## src/rtl/alu_operand_stage.sv

```systemverilog
// alu_operand_stage
//   Operand/result stage between uart_controller and the ALU. Command words
//   from the UART receive path are queued in a small FIFO, issued to the ALU
//   one at a time, held for SETTLE_CYCLES, and the ALU result/flags are then
//   registered for uart_controller.
//
// Optional feature (macro ALU_STAGE_DROP_CNT_EN):
//   defined   -> adds output drop_count[7:0], a saturating count of pushes
//                dropped because the queue was full (cleared only by reset).
//   undefined -> no port, no counter; drops are silent.
//
// Ports
//   clk              system clock
//   reset            asynchronous active-low reset
//   load_data        command word {A, B, opcode}
//   load_pulse       1-cycle strobe qualifying load_data
//   alu_a/b/op       registered operands/opcode to the ALU
//   alu_result_in    ALU combinational result
//   alu_zero_in      ALU zero flag
//   alu_overflow_in  ALU overflow flag
//   result_out       captured result, held until the next capture
//   zero_out         captured zero flag
//   overflow_out     captured overflow flag
//   result_valid     1-cycle pulse in the first cycle a new result is visible
//   fifo_full        queue holds FIFO_DEPTH entries (registered)
//   fifo_empty       queue holds no entries (registered)
//   busy             FSM is not idle
//   drop_count       (feature only) saturating dropped-push count
module alu_operand_stage #(
  parameter int DATA_W        = 8,
  parameter int OP_W          = 6,
  parameter int FIFO_DEPTH    = 4,
  parameter int SETTLE_CYCLES = 2
) (
  input  logic                       clk,
  input  logic                       reset,
  input  logic [2*DATA_W+OP_W-1:0]   load_data,
  input  logic                       load_pulse,
  output logic [DATA_W-1:0]          alu_a,
  output logic [DATA_W-1:0]          alu_b,
  output logic [OP_W-1:0]            alu_op,
  input  logic [DATA_W-1:0]          alu_result_in,
  input  logic                       alu_zero_in,
  input  logic                       alu_overflow_in,
  output logic [DATA_W-1:0]          result_out,
  output logic                       zero_out,
  output logic                       overflow_out,
  output logic                       result_valid,
  output logic                       fifo_full,
  output logic                       fifo_empty,
  output logic                       busy
`ifdef ALU_STAGE_DROP_CNT_EN
  ,
  output logic [7:0]                 drop_count
`endif
);

  localparam int PTR_W = (FIFO_DEPTH > 1) ? $clog2(FIFO_DEPTH) : 1;
  localparam int CNT_W = $clog2(FIFO_DEPTH + 1);
  localparam int SET_W = (SETTLE_CYCLES > 1) ? $clog2(SETTLE_CYCLES) : 1;
  localparam logic [CNT_W-1:0] CNT_FULL    = CNT_W'(FIFO_DEPTH);
  localparam logic [SET_W-1:0] SETTLE_LAST = SET_W'(SETTLE_CYCLES - 1);

  typedef struct packed {
    logic [DATA_W-1:0] a;
    logic [DATA_W-1:0] b;
    logic [OP_W-1:0]   op;
  } cmd_t;

  typedef struct packed {
    logic [DATA_W-1:0] res;
    logic              zero;
    logic              ovf;
  } rsp_t;

  typedef enum logic [1:0] {
    IDLE    = 2'd0,
    SETTLE  = 2'd1,
    CAPTURE = 2'd2
  } state_t;

  // ---------------------------------------------------------------------------
  // Command FIFO
  // ---------------------------------------------------------------------------
  cmd_t [FIFO_DEPTH-1:0] mem_q;
  logic [PTR_W-1:0]      wr_ptr_q, wr_ptr_d;
  logic [PTR_W-1:0]      rd_ptr_q, rd_ptr_d;
  logic [CNT_W-1:0]      count_q, count_d;
  logic                  fifo_full_q, fifo_full_d;
  logic                  fifo_empty_q, fifo_empty_d;
  logic                  push, pop, drop;

  // A full queue still accepts a push when the head is popped in the same
  // cycle, since the freed slot is reused immediately.
  always_comb begin
    push     = load_pulse && (!fifo_full_q || pop);
    drop     = load_pulse && fifo_full_q && !pop;
    wr_ptr_d = wr_ptr_q;
    rd_ptr_d = rd_ptr_q;
    count_d  = count_q;
    if (push) begin
      wr_ptr_d = (wr_ptr_q == PTR_W'(FIFO_DEPTH - 1)) ? '0 : wr_ptr_q + 1'b1;
    end
    if (pop) begin
      rd_ptr_d = (rd_ptr_q == PTR_W'(FIFO_DEPTH - 1)) ? '0 : rd_ptr_q + 1'b1;
    end
    case ({push, pop})
      2'b10:   count_d = count_q + 1'b1;
      2'b01:   count_d = count_q - 1'b1;
      default: count_d = count_q;
    endcase
    // Flags track the next count so they line up with count_q after the edge.
    fifo_full_d  = (count_d == CNT_FULL);
    fifo_empty_d = (count_d == '0);
  end

  always_ff @(posedge clk or negedge reset) begin
    if (!reset) begin
      wr_ptr_q     <= '0;
      rd_ptr_q     <= '0;
      count_q      <= '0;
      fifo_full_q  <= 1'b0;
      fifo_empty_q <= 1'b1;
    end else begin
      wr_ptr_q     <= wr_ptr_d;
      rd_ptr_q     <= rd_ptr_d;
      count_q      <= count_d;
      fifo_full_q  <= fifo_full_d;
      fifo_empty_q <= fifo_empty_d;
    end
  end

  // Storage needs no reset: entries are only read once the count covers them.
  always_ff @(posedge clk) begin
    if (push) mem_q[wr_ptr_q] <= cmd_t'(load_data);
  end

  // ---------------------------------------------------------------------------
  // Issue / settle / capture FSM
  // ---------------------------------------------------------------------------
  state_t           state_q, state_d;
  logic [SET_W-1:0] cnt_q, cnt_d;
  cmd_t             cmd_q, cmd_d;
  rsp_t             rsp_q, rsp_d;
  logic             result_valid_q, result_valid_d;

  always_comb begin
    state_d        = state_q;
    cnt_d          = cnt_q;
    cmd_d          = cmd_q;
    rsp_d          = rsp_q;
    result_valid_d = 1'b0;
    pop            = 1'b0;
    case (state_q)
      IDLE: begin
        if (!fifo_empty_q) begin
          pop     = 1'b1;
          cmd_d   = mem_q[rd_ptr_q];
          cnt_d   = '0;
          state_d = SETTLE;
        end
      end
      SETTLE: begin
        cnt_d = cnt_q + 1'b1;
        if (cnt_q == SETTLE_LAST) state_d = CAPTURE;
      end
      CAPTURE: begin
        rsp_d.res      = alu_result_in;
        rsp_d.zero     = alu_zero_in;
        rsp_d.ovf      = alu_overflow_in;
        result_valid_d = 1'b1;
        state_d        = IDLE;
      end
      default: state_d = IDLE;
    endcase
  end

  always_ff @(posedge clk or negedge reset) begin
    if (!reset) begin
      state_q        <= IDLE;
      cnt_q          <= '0;
      cmd_q          <= '0;
      rsp_q          <= '0;
      result_valid_q <= 1'b0;
    end else begin
      state_q        <= state_d;
      cnt_q          <= cnt_d;
      cmd_q          <= cmd_d;
      rsp_q          <= rsp_d;
      result_valid_q <= result_valid_d;
    end
  end

  // ---------------------------------------------------------------------------
  // Optional dropped-push counter
  // ---------------------------------------------------------------------------
`ifdef ALU_STAGE_DROP_CNT_EN
  logic [7:0] drop_cnt_q, drop_cnt_d;

  always_comb begin
    drop_cnt_d = drop_cnt_q;
    if (drop && (drop_cnt_q != 8'hFF)) drop_cnt_d = drop_cnt_q + 8'd1;
  end

  always_ff @(posedge clk or negedge reset) begin
    if (!reset) drop_cnt_q <= 8'd0;
    else        drop_cnt_q <= drop_cnt_d;
  end

  assign drop_count = drop_cnt_q;
`else
  logic unused_drop;
  assign unused_drop = drop;
`endif

  // ---------------------------------------------------------------------------
  // Outputs
  // ---------------------------------------------------------------------------
  assign alu_a        = cmd_q.a;
  assign alu_b        = cmd_q.b;
  assign alu_op       = cmd_q.op;
  assign result_out   = rsp_q.res;
  assign zero_out     = rsp_q.zero;
  assign overflow_out = rsp_q.ovf;
  assign result_valid = result_valid_q;
  assign fifo_full    = fifo_full_q;
  assign fifo_empty   = fifo_empty_q;
  assign busy         = (state_q != IDLE);

endmodule
```

## config.mk

```make
export PLATFORM = sky130hd
export DESIGN_NAME = alu_operand_stage
export DESIGN_NICKNAME = d
export VERILOG_FILES = /design/src/rtl/alu_operand_stage.sv
export SDC_FILE = /design/constraint.sdc
export NUM_CORES = 1
export LEC_CHECK = 0
export ABC_AREA = 1
export CORE_MARGIN = 5
export CORE_UTILIZATION = 35
export DETAILED_ROUTE_END_ITERATION = 10
export GPL_TIMING_DRIVEN = 0
export PLACE_DENSITY_LB_ADDON = 0.05
export SLEW_MARGIN = 0
export SYNTH_ARGS = -nofsm -noshare
export SYNTH_HDL_FRONTEND = slang
export SYNTH_SLANG_ARGS = --single-unit
```

## constraint.sdc

```tcl
create_clock -name clk -period 2.3 [get_ports clk]
set_input_delay 0.575 -clock clk [delete_from_list [all_inputs] [get_ports clk]]
set_output_delay 0.575 -clock clk [all_outputs]
set_load 0.01 [all_outputs]
```

==> summary by stage, run 1 <==
Placement
The post-place instance area is ~6500 µm². Detailed placement finished with a half-perimeter wire length of 8031 µm. The congestion estimate from routability-driven global placement came to 0.7160. Buffers placed on the I/O ports in this run total 70.

Clock tree
The depth of the CTS H-tree is 4. The TritonCTS buffer count is 17. The TritonCTS clock tree is done. Clock tree synthesis selected as its root buffer the cell clkbuf_16. Clock latency on the worst-skew pair, taken at its later pin, is 420 ps.

The tree built by TritonCTS fans out to 133 sinks. Clock-pin slew was measured on the worst setup and hold paths at 50 ps. Counting along the longest clock path gives a buffer depth of 2.

Global routing
The first-pass GRT wire length is 20,020 µm. The number of antenna violations at the first check in global routing is 0. The number of global-route vias before repair is roughly 3,800. The overflow left after global routing is 0.

In the global route stage, overall resource usage came out at 14.51%. Entering global routing, the biggest net connects 30 pins.

Final layout
The finished cells cover 7141 µm². 0 antenna diodes ended up in the layout. The filler cells instantiated in the layout total 1,450. Cells with a size suffix above 1 make up between 10% and 20% of the layout. After the last flow step, the layout net total stands at between 600 and 700. Compared with the post-synthesis result, the final layout area differs by 29.82%.

Critical path
In this run the worst path has a maximum fanout of 14. The register-to-register setup slack is 150 ps. The required time at the endpoint of the critical path is between 2000 and 2500 ps. The data arrival at the endpoint of the critical path is 2270 ps. Traced cell by cell, the critical path runs through inv_2 > nand3_4 > nand2_2 > nand2_4 > buf_4 > nor2_2 > buf_8. STA classifies the critical path endpoint as a flop. The delay of the slowest cell on the worst path is 660 ps. The launching instance or port of the critical path is state_q[0]$_DFFE_PN0P_. The reg-to-reg critical path startpoint is state_q[0]$_DFFE_PN0P_. STA classifies the critical path startpoint as a flop.

The kind of critical path is flop to flop. Among all stages on the critical path, the largest delay is contributed by nor2_2.

Logic synthesis
The post-synth net total is 597. The number of different library cells used by synthesis comes to 19. The share of the yosys chip area belonging to registers is 68.54%. In this run the cell area of the synthesized design comes to 5500 µm². After synthesis the netlist holds a flip-flop and latch count of 133. The gate count of the mapped netlist is between 500 and 600. The Yosys step of the flow raised 0 warnings. The post-synthesis cell type with the largest combined area is edfxtp_1. By area the synthesized netlist is led by edfxtp_1 (48%), dfrtp_1 (20%), nand2_1 (15%). The share of Yosys cell area claimed by the top area cell type is about half. A synthesized cell averages 9.910 µm².

Job
The number of violations of the max-capacitance limit is 0.

Detailed routing
The violation count after the first detailed-routing iteration is between 150 and 200. The average detailed-routed wire length per instance is 14.08 µm. Before antenna repair, the detailed router went through 5 iterations.

The routed via count divided by cell count is 4.283. The final route contains around 3,800 vias. The number of remaining DRC errors is 0.

In this run the remaining antenna-violating nets after routing total 0. The post-detailed-routing wire length is between 10,000 and 15,000 µm.

Run status
The flow ran to the end, and the final reports show no timing, DRC or antenna violations.

Timing
The clock period could shrink to roughly 2100 ps. The number of hold-slack violations in the final timing report was 0. The final setup violation count is 0. Setup total negative slack on the finished layout was measured at 0 ps.

The final number of max-transition violations is 0. The maximum frequency from static timing analysis is about 0.47 GHz. Of the available clock period, the critical path in the final layout requires 93.37%. The worst pin sits at a relative slew slack of 41.18%. The transition time at the pin with the least slew margin is 881.4 ps.

Clock skew on the completed layout was measured at 7.855 ps.

Floorplanning
The floorplan die width is ~140 µm. During I/O placement, the number of pins put on the boundary was 71. The die area is around 18,000 µm². The die height is 135.4 µm. Once the floorplan was initialized, standard cells occupied 35.92% of the core.

The number of placement rows is between 40 and 50. The core region is ~15,000 µm².

Power
The total power consumption of the routed design is about 9.8 mW. In this run the power density over the cells is 1371 nW/µm². The leakage component of the power is 3.220 nW. The worst supply voltage drop on vdd is 647.7 µV.

Min path
The class of the tightest hold or removal check is input pin to async pin.
layout make-up:
| type | count | area [µm²] | share of cell area [%] |
|---|---|---|---|
| clock buffers | 25 | 475.5 | 6.658 |
| well taps | 211 | 264.0 | 3.697 |
| inverters | 64 | 245.2 | 3.434 |
| clock inverters | 7 | 58.81 | 0.8235 |
| multi-input cells | 339 | 1411 | 19.77 |
| repair buffers | 80 | 810.8 | 11.35 |
| flip-flops and latches | 133 | 3770 | 52.79 |
| plain buffers | 18 | 105.1 | 1.472 |
registers in the layout, indices dropped and copies added, names as in the netlist:
name / count
wr_ptr_q: 2
fifo_full: 1
count_q: 3
alu_a: 8
zero_out: 1
state_q: 2
rd_ptr_q: 2
fifo_empty: 1
cnt_q: 1
alu_b: 8
result_valid: 1
alu_op: 6
result_out: 8
overflow_out: 1
mem_q: 88
worst paths after layout:
check,end,depth (start not counted)
worst max-delay path,mem_q[47]$_DFFE_PP_,7
worst min-delay path,alu_op[4]$_DFFE_PN0P_,1
worst max register to register,mem_q[47]$_DFFE_PP_,7
worst min register to register,result_out[0]$_DFFE_PN0P_,2
max in group asynchronous,fifo_empty$_DFF_PN1_,2
min in group clk,result_out[0]$_DFFE_PN0P_,2
cells in the final DEF (no fill, tap or decap), types with 2 or more instances in the layout:
cell               n
nand2_1          221
nor2_1            90
edfxtp_1          88
clkdlybuf4s50_1   69
inv_1             59
dfrtp_1           44
clkbuf_16         17
buf_2             13
buf_4             13
ha_1               6
clkbuf_1           6
clkinv_2           5
inv_2              4
nand3_1            4
nor2_2             3
o21ai_1            3
nor2_4             2
o21ai_0            2
clkbuf_8           2
cells by family after synthesis:
logic type | Yosys count | share of synthesized area, %
adder cells (fa/ha/maj) | 7 | 1.729
AO/OA/AOI/OAI | 8 | 0.7734
AND/OR/NAND/NOR | 324 | 22.54
buffers and inverters | 83 | 6.415
flip-flops | 133 | 68.54
worst max-delay path, delay by kind of cell (launching register included):
| family | cells | cell delay (ps) |
|---|---|---|
| simple gates | 4 | 990 |
| buf+inv | 3 | 460 |
| flops | 1 | 390 |
Yosys cell counts (all sizes together):
master	count
dfrtp	44
edfxtp	88
nand4	1
inv	64
a21oi	1
nor2	95
o21a	1
nand3	5
ha	6
o21ai	6
nand2	223
dfstp	1
fa	1
buf	19
metrics by stage:
stage / hold slack [ps] / std cells / setup slack [ps] / utilization (%)
finish: 118.5 / 877 / 152.5 / 46.63
global placement: 456.8 / 836 / -1260 / 42.21
floorplan: 279.4 / 555 / 184.2 / -
CTS: 122.9 / 871 / 13.20 / 46.24
global route: 150.6 / 877 / -7.625 / 46.63
detailed placement: 459.8 / 839 / -287.5 / 42.72
routing by layer:
metal  vias to the layer above  GRT usage, %  wire length (µm)
met5                         -             0                 0
met4                         0         5.991               223
met3                        13         4.012               603
met2                        91         23.56              5907
met1                      1743         18.33              5611
li1                       1909             -                 -
report_power, final:
group / internal, mW / switching (mW) / total (mW)
sequential: 3.29 / 0.272 / 3.56
clock: 1.53 / 0.931 / 2.46
combinational: 1.52 / 2.25 / 3.77
total: 6.33 / 3.45 / 9.79
timing repair:
| item | 4_1_cts | 5_1_grt |
|---|---|---|
| resized for setup | 1 | 5 |
| pin swaps | 0 | 4 |
| hold buffers | 0 | 0 |
| setup buffers | 0 | 7 |
| endpoints found under the setup margin | 2 | 3 |
No activity file was read; power rests on OpenSTA's default activity.
==> inputs of run 2 (changes only) <==
--- a/config.mk
+++ b/config.mk
@@ -11,7 +11,9 @@
 export DETAILED_ROUTE_END_ITERATION = 10
 export GPL_TIMING_DRIVEN = 0
 export PLACE_DENSITY_LB_ADDON = 0.05
-export SLEW_MARGIN = 0
+export SKIP_LAST_GASP = 1
+export SLEW_MARGIN = 20
 export SYNTH_ARGS = -nofsm -noshare
 export SYNTH_HDL_FRONTEND = slang
 export SYNTH_SLANG_ARGS = --single-unit
+export TNS_END_PERCENT = 100
==> summary by stage, run 2 (synthesis gave the netlist of run 1 again) <==
Timing
The final number of max-transition violations is 0. The number of hold-slack violations in the final timing report is 0. The post-layout worst setup margin is 181.4 ps. The transition time at the pin with the least slew margin is 656.6 ps.

In this run the tightest slew margin relative to its limit is around 56%. Between clock sinks in the finished design, the worst skew comes to 8.751 ps. Based on the critical path, the design can be clocked at up to between 0.4 and 0.5 GHz. Setup repair after global routing left no endpoint under its margin.

The final worst-path cycle share is 92.12%. The final setup violation count is 0. The minimum period implied by the final worst setup slack is 2119 ps.

Final layout
The growth of design area from synthesis to finish is 33.44%. The fraction of layout cells with a size suffix above 1 is between 10 and 15%. The number of filler instances in the final layout is 1,480. After routing the design area is 7340 µm². In the layout the commonest cells are nand2_1 (221), nor2_1 (90), edfxtp_1 (88), clkdlybuf4s50_1 (69), inv_1 (59). The commonest non-fill, non-tap cell in the layout is nand2_1. In the final layout, flip-flops and latches occupy 3770 µm². The register with the most flip-flops is mem_q. The final antenna diode count is 0. The multi-input combinational cell area is 1421 µm². The count of cells in the finished layout, fillers not included, comes to approximately 880. The number of nets in the layout is between 600 and 700. The number of flip-flops under the largest register name is 88.

Placement
Summed over all nets, the half-perimeter wirelength after detailed placement is around 8000 µm. Before CTS, the worst setup slack after placement is -294.0 ps. Once placement finished, the instance area stood at 6603 µm².

The number of buffers added on ports is 70. The cell total after placement is 840. The congestion estimate from routability-driven global placement came to 0.7160.

Critical path
The largest fanout on the critical path is 10. The element type at the critical path start is a flop. STA puts the critical path data required time at 2650 ps. At the worst endpoint, the arrival time is 2470 ps. The worst register-to-register path has a setup slack of 180 ps. Tracing the worst setup path back leads to its startpoint at state_q[0]$_DFFE_PN0P_. The kind of critical path is flop to flop. The path depth of the worst reg2reg path is 11. The kind of capture point of the worst setup path is a flop.

The startpoint identified for the worst register-to-register timing path is state_q[0]$_DFFE_PN0P_. In this run the critical register-to-register path is captured at fifo_full$_DFF_PN0_.

Clock tree
The TritonCTS buffer count is 17. CTS placed an instance of clkbuf_16 at the clock tree root. The H-tree was split into 4 levels. The clock drives 133 sinks.

The largest buffer count on any clock path is 2. The clock latency on the worst-skew pair is between 400 and 500 ps. The TritonCTS clock tree is done. After clock tree synthesis, the flow added hold-fix buffers numbering 0. Clock-pin slew was measured on the worst setup and hold paths at 60 ps.

Global routing
The overflow left after global routing is 0. Entering global routing, the biggest net connects 46 pins. The number of antenna violations at the first check in global routing is 0. The first global-routing pass estimated 19,750 µm of wire.

The combined global-route utilization of all metal layers is 14.49%. The number of global-route vias before repair is approximately 3,700.

Floorplanning
The die covers 18,320 µm². The starting density of the core is 35.92%. 71 I/O pins were placed. The die height is roughly 140 µm.

The number of placement rows is 45. After floorplanning, the core was sized to cover 15,310 µm². The floorplan die width is between 100 and 150 µm.

Detailed routing
The final layout contains routed wiring with a total length of 12,360 µm. Across all layers, the routed design uses about 3,700 vias. In the routed design, unresolved DRC markers number 0. The routed via count divided by cell count is between 4 and 5. The first TritonRoute pass finished after 4 iterations. The count of nets left with antenna violations once routing finished came out at 0. The average detailed-routed wire length per instance is 14.11 µm. The violation count after the first detailed-routing iteration is 199.

Power
Summed over all cells, the static leakage comes to 3.300 nW. The total power density per cell area is 1436 nW/µm². Total power for the finished layout comes to between 10 and 15 mW. The worst supply voltage drop on vdd is ~600 µV.

Min path
The class of the tightest hold or removal check is input pin to async pin.

Job
Max-cap violations in this run came to 0.

Run status
The run finished with clean final reports.
-- run 2: cell types whose count changed in the layout (fill, tap and decap cells not counted), moves of 2 or more --
cell / before / now
bufinv_16: 1 / 7
clkbuf_1: 6 / 0
buf_16: 1 / 4
buf_4: 13 / 11
clkbuf_8: 2 / 0
clkinv_4: 0 / 2
nor2_2: 3 / 1
nor2_4: 2 / 4
-- run 2: worst max path at each step --
stage                      endpoint  depth (start not counted)  slack [ps]
2_1_floorplan   mem_q[44]$_DFFE_PP_                          5         180
3_3_place_gp    mem_q[73]$_DFFE_PP_                          3       -1260
3_5_place_dp   fifo_empty$_DFF_PN1_                          9        -290
4_1_cts        fifo_empty$_DFF_PN1_                         11           9
5_1_grt         fifo_full$_DFF_PN0_                         11          30
6_report        fifo_full$_DFF_PN0_                         11         180
-- run 2: what timing repair did --
item,4_1_cts,5_1_grt
pin swaps,1,3
gates resized for setup,1,6
endpoints found under the setup margin,2,3
buffers inserted,1,3
-- run 2: cell type report --
cell class / instances / area share (%)
clock inverters: 15 / 3.529
well taps: 211 / 3.597
repair buffers: 78 / 11.42
flip-flops and latches: 133 / 51.36
plain buffers: 19 / 1.585
multi-input cells: 339 / 19.37
clock buffers: 17 / 5.796
inverters: 64 / 3.341
-- run 2: critical path, stage by stage (launching register included) --
cell and delay, ps:
dfrtp_1 400, inv_2 80, nand3_4 140, inv_6 100, buf_6 160, ha_1 180, inv_1 70, fa_1 500
nand2_1 60, o21ai_2 70, nand3_1 140, a21oi_1 130
-- run 2: metal layers --
metal	global-route usage, %	vias to the layer above	share of wire (%)
met3	5.052	10	5.0
met4	5.039	0	1.1
li1	-	1909	-
met5	0	-	0
met2	23.17	74	47
met1	18.34	1744	47
-- run 2: through the flow --
stage | utilization (%) | hold WS, ps | TNS (ps)
floorplan | - | 279.4 | 0
finish | 47.92 | 190.8 | 0
CTS | 47.66 | 202.6 | 0
detailed placement | 43.11 | 459.8 | -853.7
global placement | 42.21 | 456.8 | -141100
global route | 47.92 | 234.0 | 0
-- run 2: where the power goes --
group / internal [mW] / switching [mW]
sequential: 3.28 / 0.268
combinational: 1.59 / 2.28
clock: 2.13 / 0.990
total: 7.00 / 3.54
==> inputs of run 3 (changes only) <==
--- a/config.mk
+++ b/config.mk
@@ -6,11 +6,13 @@
 export NUM_CORES = 1
 export LEC_CHECK = 0
 export ABC_AREA = 1
+export CAP_MARGIN = 10
 export CORE_MARGIN = 5
 export CORE_UTILIZATION = 35
 export DETAILED_ROUTE_END_ITERATION = 10
 export GPL_TIMING_DRIVEN = 0
 export PLACE_DENSITY_LB_ADDON = 0.05
+export SETUP_SLACK_MARGIN = 0.3
 export SKIP_LAST_GASP = 1
 export SLEW_MARGIN = 20
 export SYNTH_ARGS = -nofsm -noshare
==> summary by stage, run 3 (synthesis gave the netlist of run 1 again) <==
Clock tree
The root buffer selected by CTS is clkbuf_16. Counting every sink on the clock net gives 133. TritonCTS built the clock tree. The TritonCTS buffer count is 17. The H-tree was split into 4 levels.

The later pin in the worst-skew pair is clocked with a latency of slightly above 400 ps. The largest buffer count on any clock path is 2. After clock tree synthesis, the clock-pin slew on the worst setup and hold paths is 60 ps. The count of hold buffers inserted by post-cts repair is 0.

Floorplanning
The die covers 18,320 µm². The starting density of the core is 35.92%. 71 I/O pins were placed. The die is 135.4 µm tall. The number of placement rows is 45. The placeable core region is between 15,000 and 20,000 µm². Measured along the x axis, the die boundary spans 135.4 µm.

Timing
Dividing the final minimum period by the clock period gives 84.22%. Measured against its own limit, the worst slew margin works out to 68.07%. The transition time at the pin with the least slew margin is roughly 480 ps. Hold timing on the final database bottoms out at a slack of 98.98 ps. The number of hold-slack violations in the final timing report is 0. The final number of max-transition violations is 0. Setup repair after global routing could not meet its margin everywhere. Setup violations remaining at the end of the flow were counted as 0.

The final setup skew is around 7.6 ps. The sum of negative setup slack is 0 ps. The clock period could shrink to 1937 ps.

The maximum frequency from static timing analysis is roughly 0.52 GHz.

Placement
The HPWL after detailed placement is 8146 µm. In this run, placement finished with an instance count of around 840. The final weighted congestion in routability-driven placement is 0.7276.

The number of buffers added on ports is 70.

Final layout
Ranked by flip-flop count, first place goes to mem_q. The final antenna diode count is 0. After filler insertion, the fill cell instance count of the layout stands at 1,495.

The number of nets in the layout is 697. The non-filler instance count after layout is around 880. The number of flip-flops under the largest register name is 88. The library cell used most frequently in the layout, excluding fill and tap cells, is nand2_1.

The growth of design area from synthesis to finish is 31.98%. Cells fill 47.40% of the core in the end. The fraction of layout cells with a size suffix above 1 is approximately an eighth. The library cells used most frequently in the layout, excluding fill and tap cells, are nand2_1 (220), nor2_1 (91), edfxtp_1 (88), clkdlybuf4s50_1 (67), inv_1 (57).

Global routing
Summed over all layers, the global routing overflow is 0. The number of antenna violations at the first check in global routing is 0. The number of global-route vias before repair was 3,773. The first global-routing pass estimated 19,670 µm of wire. Entering global routing, the biggest net connects 29 pins. The combined global-route utilization of all metal layers is 14.46%.

Critical path
The most numerous cell on the critical path is inv_2. The reg-to-reg critical path startpoint is fifo_empty$_DFF_PN1_. The signal on the critical path passes through inv_2 > nand3_4 > nand2_4 > nand2_8 > ha_4 > inv_2 > fa_2 > nand2_1 > o21ai_2 > nand3_2 > nor2_1. The kind of capture point of the worst setup path is a flop. The kind of critical path is flop to flop.

The worst register-to-register path has a setup slack of 360 ps. Along the worst path, the maximum fanout reaches 3. The data arrival at the endpoint of the critical path is 2280 ps. The element type at the critical path start is a flop. The slowest library cell on the worst path is dfstp_2. Among cell families on the critical path, the largest total delay comes from adder cells. The required time at the endpoint of the critical path is 2650 ps. The number of buffers and inverters on the critical path is 2. The path depth of the worst reg2reg path is 11. The destination of the worst register-to-register timing path is fifo_empty$_DFF_PN1_. The delay of the slowest cell on the worst path is 530 ps.

Power
The total power consumption of the routed design is approximately 10 mW. The combinational power share is roughly two fifths. The leakage component of the power is 3.262 nW. The proportion of power drawn by the clock network is around a quarter. VDD sags by at most slightly below 600 µV. The switching share of total power is a little over a third.

The internal portion of the total power is 6.426 mW. The power dissipated by switching net loads is 3.547 mW. Registers are responsible for a little over a third of the overall power. The total power density per cell area is 1374 nW/µm².

Detailed routing
The via total after detailed routing is 3,762. The final layout contains routed wiring with a total length of 12,280 µm. Detailed routing placed a total of 5608 µm of wire on met2. The average detailed-routed wire length per instance is ~14 µm. Before antenna repair, the detailed router went through 4 iterations.

The number of remaining DRC errors is 0. The violation count after the first detailed-routing iteration is 182. The routed via count divided by cell count is 4.280. The met1 wire length is between 5000 and 6000 µm. The wire length on met3 is approximately 600 µm.

The detailed router used layers up to and including met4. The antenna violation net count after detailed routing is 0.

Run status
The run finished with clean final reports.

Min path
In this run the worst hold path is classified as input pin to async pin.

Job
The number of violations of the max-capacitance limit is 0.
==> run 3: routing by layer <==
layer,global-route usage [%],up-vias
met3,5.052,18
li1,-,1913
met5,0,-
met1,18.65,1741
met4,4.927,0
met2,22.79,90
==> run 3: layout make-up <==
type                    count  area [µm²]  area share (%)
well taps                 211       264.0           3.637
multi-input cells         339        1459           20.10
repair buffers             81       860.8           11.86
clock buffers              20       446.7           6.153
plain buffers              19       125.1           1.724
clock inverters            12       88.84           1.224
flip-flops and latches    133        3770           51.93
inverters                  64       245.2           3.378
==> run 3: worst max-delay path by stage <==
stage / startpoint / end / slack, ps / depth (start not counted)
2_1_floorplan: fifo_empty$_DFF_PN1_ / mem_q[44]$_DFFE_PP_ / 200 / 5
3_3_place_gp: load_pulse / mem_q[31]$_DFFE_PP_ / -1270 / 3
3_5_place_dp: load_pulse / fifo_full$_DFF_PN0_ / -200 / 9
4_1_cts: fifo_empty$_DFF_PN1_ / fifo_empty$_DFF_PN1_ / 330 / 11
5_1_grt: fifo_empty$_DFF_PN1_ / fifo_full$_DFF_PN0_ / 270 / 11
6_report: fifo_empty$_DFF_PN1_ / fifo_empty$_DFF_PN1_ / 360 / 11
==> run 3: power groups by stage <==
stage / combinational (mW) / sequential (mW) / clock [mW]
after CTS: 4.00 / 3.56 / 2.52
after global placement: 3.65 / 3.60 / 0
after floorplan: 2.09 / 3.71 / 0
after detailed placement: 3.86 / 3.59 / 0
final: 3.98 / 3.55 / 2.44
after global routing: 4.51 / 3.62 / 2.63
==> run 3: what timing repair did <==
item	4_1_cts	5_1_grt
buffers inserted	3	3
cloned	0	0
resized for setup	12	5
pin swaps	4	3
setup endpoints to repair	6	3
==> run 3: stage by stage <==
step / cell area, µm² / worst slack [ps]
after floorplan: 5520 / 199.6
after global placement: 6485 / -1265
after detailed placement: 6633 / -203.3
after CTS: 7232 / 327.4
after global routing: 7259 / 267.2
final: 7259 / 363.0
